`src/rtl/bcd_scan_driver.sv`:
```
// bcd_scan_driver: binary-to-BCD converter (double dabble) feeding a 4-digit multiplexed display scanner
module bcd_scan_driver #(
   parameter int SCAN_DIV = 50000,
   parameter bit BLANK_LZ = 1
) (
   input  logic        clk,
   input  logic        rst,
   input  logic [13:0] value,
   input  logic        load,
   output logic        busy,
   output logic [3:0]  bcd,
   output logic [3:0]  digit_en
);
   typedef enum logic {IDLE, CONV} state_t;
   state_t state, state_n;
   logic [3:0] iter;
   logic [29:0] sr, sr_n;
   logic [15:0] adj, res, dig;
   logic [3:0] d0, d1, d2, d3;
   logic [19:0] cnt;
   logic [1:0] idx, idx_n;
   logic start, err, last, wrap;
   // state register
   always_ff @(posedge clk)
      if (rst) state <= IDLE;
      else state <= state_n;
   // next state: a legal load starts a conversion, the 14th iteration ends it
   always_comb
      state_n = state == IDLE ? (start ? CONV : IDLE) : (last ? IDLE : CONV);
   // control strobes decoded from state and inputs
   always_comb begin
      start = state == IDLE && load && value <= 14'd9999;
      err = state == IDLE && load && value > 14'd9999;
      last = state == CONV && iter == 4'd13;
   end
   // one double-dabble step: add 3 to every BCD nibble >= 5, then shift the whole register left
   always_comb begin
      for (int i = 0; i < 4; i++)
         adj[4*i+:4] = sr[14+4*i+:4] >= 4'd5 ? sr[14+4*i+:4] + 4'd3 : sr[14+4*i+:4];
      sr_n = {adj, sr[13:0]} << 1;
   end
   // leading-zero blanking of the finished result; units digit is never blanked
   always_comb begin
      {d3, d2, d1, d0} = sr_n[29:14];
      res[15:12] = BLANK_LZ && d3 == 4'd0 ? 4'hF : d3;
      res[11:8] = BLANK_LZ && {d3, d2} == 8'd0 ? 4'hF : d2;
      res[7:4] = BLANK_LZ && {d3, d2, d1} == 12'd0 ? 4'hF : d1;
      res[3:0] = d0;
   end
   // conversion datapath and registered busy flag
   always_ff @(posedge clk)
      if (rst) begin
         sr <= '0;
         iter <= '0;
         busy <= 1'b0;
      end else begin
         busy <= state_n == CONV;
         if (start) begin
            sr <= {16'd0, value};
            iter <= '0;
         end else if (state == CONV) begin
            sr <= sr_n;
            iter <= last ? 4'd0 : iter + 4'd1;
         end
      end
   // display digit registers: change only on an error load or at the end of a conversion
   always_ff @(posedge clk)
      if (rst) dig <= BLANK_LZ ? 16'hFFF0 : 16'h0000;
      else if (err) dig <= 16'hAAAA;
      else if (last) dig <= res;
   // scan timing: digit index advances each time the divider wraps
   always_comb begin
      wrap = cnt == 20'(SCAN_DIV - 1);
      idx_n = wrap ? idx + 2'd1 : idx;
   end
   // scan outputs: select and digit code are registered together from the same index
   always_ff @(posedge clk)
      if (rst) begin
         cnt <= '0;
         idx <= '0;
         bcd <= 4'd0;
         digit_en <= 4'b1110;
      end else begin
         cnt <= wrap ? 20'd0 : cnt + 20'd1;
         idx <= idx_n;
         bcd <= dig[4*idx_n+:4];
         digit_en <= ~(4'b0001 << idx_n);
      end
endmodule

```
`config.mk`:
```
export PLATFORM = sky130hd
export DESIGN_NAME = bcd_scan_driver
export DESIGN_NICKNAME = d
export VERILOG_FILES = /design/src/rtl/bcd_scan_driver.sv
export SDC_FILE = /design/constraint.sdc
export NUM_CORES = 1
export LEC_CHECK = 0
export ABC_AREA = 1
export CAP_MARGIN = 20
export CORE_ASPECT_RATIO = 0.9
export CORE_MARGIN = 3
export CORE_UTILIZATION = 30
export DETAILED_ROUTE_END_ITERATION = 7
export PLACE_DENSITY = 0.51
export REMOVE_ABC_BUFFERS = 1
export SYNTH_ARGS = -nofsm -noshare
export SYNTH_HDL_FRONTEND = slang
export SYNTH_SLANG_ARGS = --single-unit
```
`constraint.sdc`:
```
create_clock -name clk -period 1.5 [get_ports clk]
set_input_delay 0.15 -clock clk [delete_from_list [all_inputs] [get_ports clk]]
set_output_delay 0.15 -clock clk [all_outputs]
set_load 0.005 [all_outputs]
```
==> flow_summary.yaml <==
global_route:
  antenna_found_initial: 0
  grt_max_degree: 25
  grt_pass1_vias: 4021
  overflow: 0
  grt_usage_pct: 15.5
  grt_pass1_wl_mm: 18.4
sta:
  period_minus_slack_ps: 1530
  relSlewSlack_pct: 77.5
  hold_violations: 0
  rsz0062_at_grt: "yes"
  period_share_pct: 102
  fin_setup_tns_ps: -236
  fin_skew_ps: 6.63
  fmax_ghz: 0.652
  setup_ws_ps: -34.2
  hold_slack_ps: 371
  max_slew.worst_pin.slew_ps: 335
  maxSlewViolCount: 0
  setup-violations-final: 14
cells_and_area:
  fin_cells: 858
  nNetsFinal: 717
  area_growth_pct: 52.1
  layout_commonest_cell: "nand2_1"
  utilization_pct: 47.2
  mostFrequentLayoutCells: "nand2_1 (137), buf_4 (90), dfxtp_1 (63)"
  drive_gt1_share_pct: 37.2
  num_antenna_cells: 0
  design_area_um2: 6030
clocking:
  cts_inserted_buffers: 9
  clock_latency_ps: 340
  htree_levels: 3
  clkSinkCount: 81
  ctsHoldBuffers: 0
  clk_pin_slew_ps: 60
  root_buffer: "clkbuf_16"
  cts_tree: "yes"
  clk_path_buf_depth: 2
critical_path:
  critPathKind: "reg -> reg"
  slowest_stage: "dfxtp_2"
  endpoint_kind: "flop"
  rrSetupSlack_ps: -30
  worstPathRequired_ps: 1740
  crit_fanout: 4
  critPathArrivalTime_ps: 1770
  cpPeakStageDelay_ps: 340
  cpMostUsedCell: "nand2_2"
  crit_chain: "inv_4 -> ha_4 -> inv_2 -> o21ai_4 -> nand2_2 -> nand2_2 -> nand2_2 -> nand2_2 -> nor2_4 -> nand3_4 -> nand2_1 -> nand2_1 -> nand2_1"
  cp-start-kind: "flop"
synth:
  synth_cell_type_count: 36
  async_flop_share_pct: 0
  synth_seq_cells: 81
  syn_area_um2: 3970
  yosysSeqAreaShare_pct: 40.9
  synth_cells: 571
  synth-edff-count: 0
  ys.flop_type: "dfxtp_1"
  synth.avg_cell_area_um2: 6.94
  yosysWarningCount: 0
drt:
  wl_per_cell_um: 12.6
  drt_iter0_drc: 162
  vias: 4030
  wl_mm: 10.8
  drt-vias-per-instance: 4.70
  drc: 0
  drt.antenna.violating_nets: 0
  firstDrtPassIters: 4
place:
  dp.cells: 822
  dp_hpwl_mm: 7.31
  io_buffers: 25
  globalplace.congestion: 0.872
  post_dp_cell_area_um2: 4960
  dp_slack_ps: -216
die:
  die_y_um: 115
  ios: 26
  core_um2: 12800
  initial_core_util_pct: 31.0
  die_w_um: 127
  die_area_um2: 14600
  rows: 39
power_and_ir_drop:
  total_leakage_power_nw: 2.47
  p_per_area_nw_per_um2: 795
  vdd_ir_drop_max_v: 0.000489
  p_total_mw: 4.79
flow_run:
  maxCapViolations: 0
run_status:
  status: "finished with violations"
  violations: "negative setup slack"
worst_hold_path:
  hold_class: "in -> reg"
## worst paths after layout
kind	from	endpoint	cells after the start
worst max-delay path	sr[19]	dig[7]	13
worst min-delay path	value[0]	sr[0]	3
worst max register to register	sr[19]	dig[7]	13
worst min register to register	sr[21]	sr[21]	2
## state kept, by name, indices dropped and copies added, names as in the netlist
signal / cells
sr: 30
digit_en: 4
cnt: 20
busy: 1
iter: 4
dig: 16
bcd: 4
idx: 2
## synthesized netlist by cell type (all sizes together), types with 2 or more instances
master  instances  share of area, %
nand2         170                16
dfxtp          81                41
nand3          60               8.2
inv            52               4.9
nor2           51               5.0
a21oi          45               5.8
o21ai          20               2.6
a31oi          13               2.1
buf            12               1.6
ha             11               3.5
clkbuf         10              0.95
or2            10               1.6
nand4           7               1.3
xor2            7               1.5
nor3            6              0.76
a211oi          2              0.38
clkinv          2              0.19
nor3b           2              0.38
nor4            2              0.69
o22ai           2              0.32
xnor2           2              0.44
## cell families (layout without fill, tap and decap cells)
group	count (synthesis)	count (layout)	share of synthesized area, %
AO/OA/AOI/OAI	85	85	11.7
XOR/XNOR	9	9	1.99
adder cells (fa/ha/maj)	11	11	3.47
buffers and inverters	76	198	7.64
flip-flops	81	81	40.9
AND/OR/NAND/NOR	309	310	34.3
## layer usage
layer / up-vias / GRT usage [%] / part of all wire (%)
li1: 2097 / - / -
met1: 1873 / 20.0 / 49
met2: 47 / 25.5 / 46
met3: 13 / 4.46 / 3.7
met4: 0 / 4.22 / 1.2
met5: - / 0 / 0
## critical path, delay by kind of cell, from the launching register on
family | cells | cell delay (ps)
and+or+nand+nor | 9 | 640
buffers and inverters | 2 | 130
adders and majority gates | 1 | 140
DFF | 1 | 340
AOI/OAI and AO/OA | 1 | 180
## area by class of cell
cell class | count | area (um^2)
repair buffers | 128 | 1090
clock inverters | 1 | 7.51
flip-flops and latches | 81 | 1660
multi-input cells | 415 | 2560
clock buffers | 15 | 288
well taps | 164 | 205
fillers | 1269 | 6750
inverters | 54 | 220
## timing repair
item                       in CTS  in global routing
resized for setup             100                 85
pin swaps                      36                 39
hold endpoints to repair        0                  0
setup endpoints to repair      31                 49
buffers inserted               12                  6
cloned                          1                  1
## where the power goes
part	total, mW	internal [mW]	leakage (nW)	switching, mW
logic	0.375	0.174	1.66	0.201
clock network	2.18	1.30	0.142	0.874
registers	2.24	2.20	0.667	0.0393
total	4.79	3.68	2.47	1.11
(Power assumes the default switching activity.)
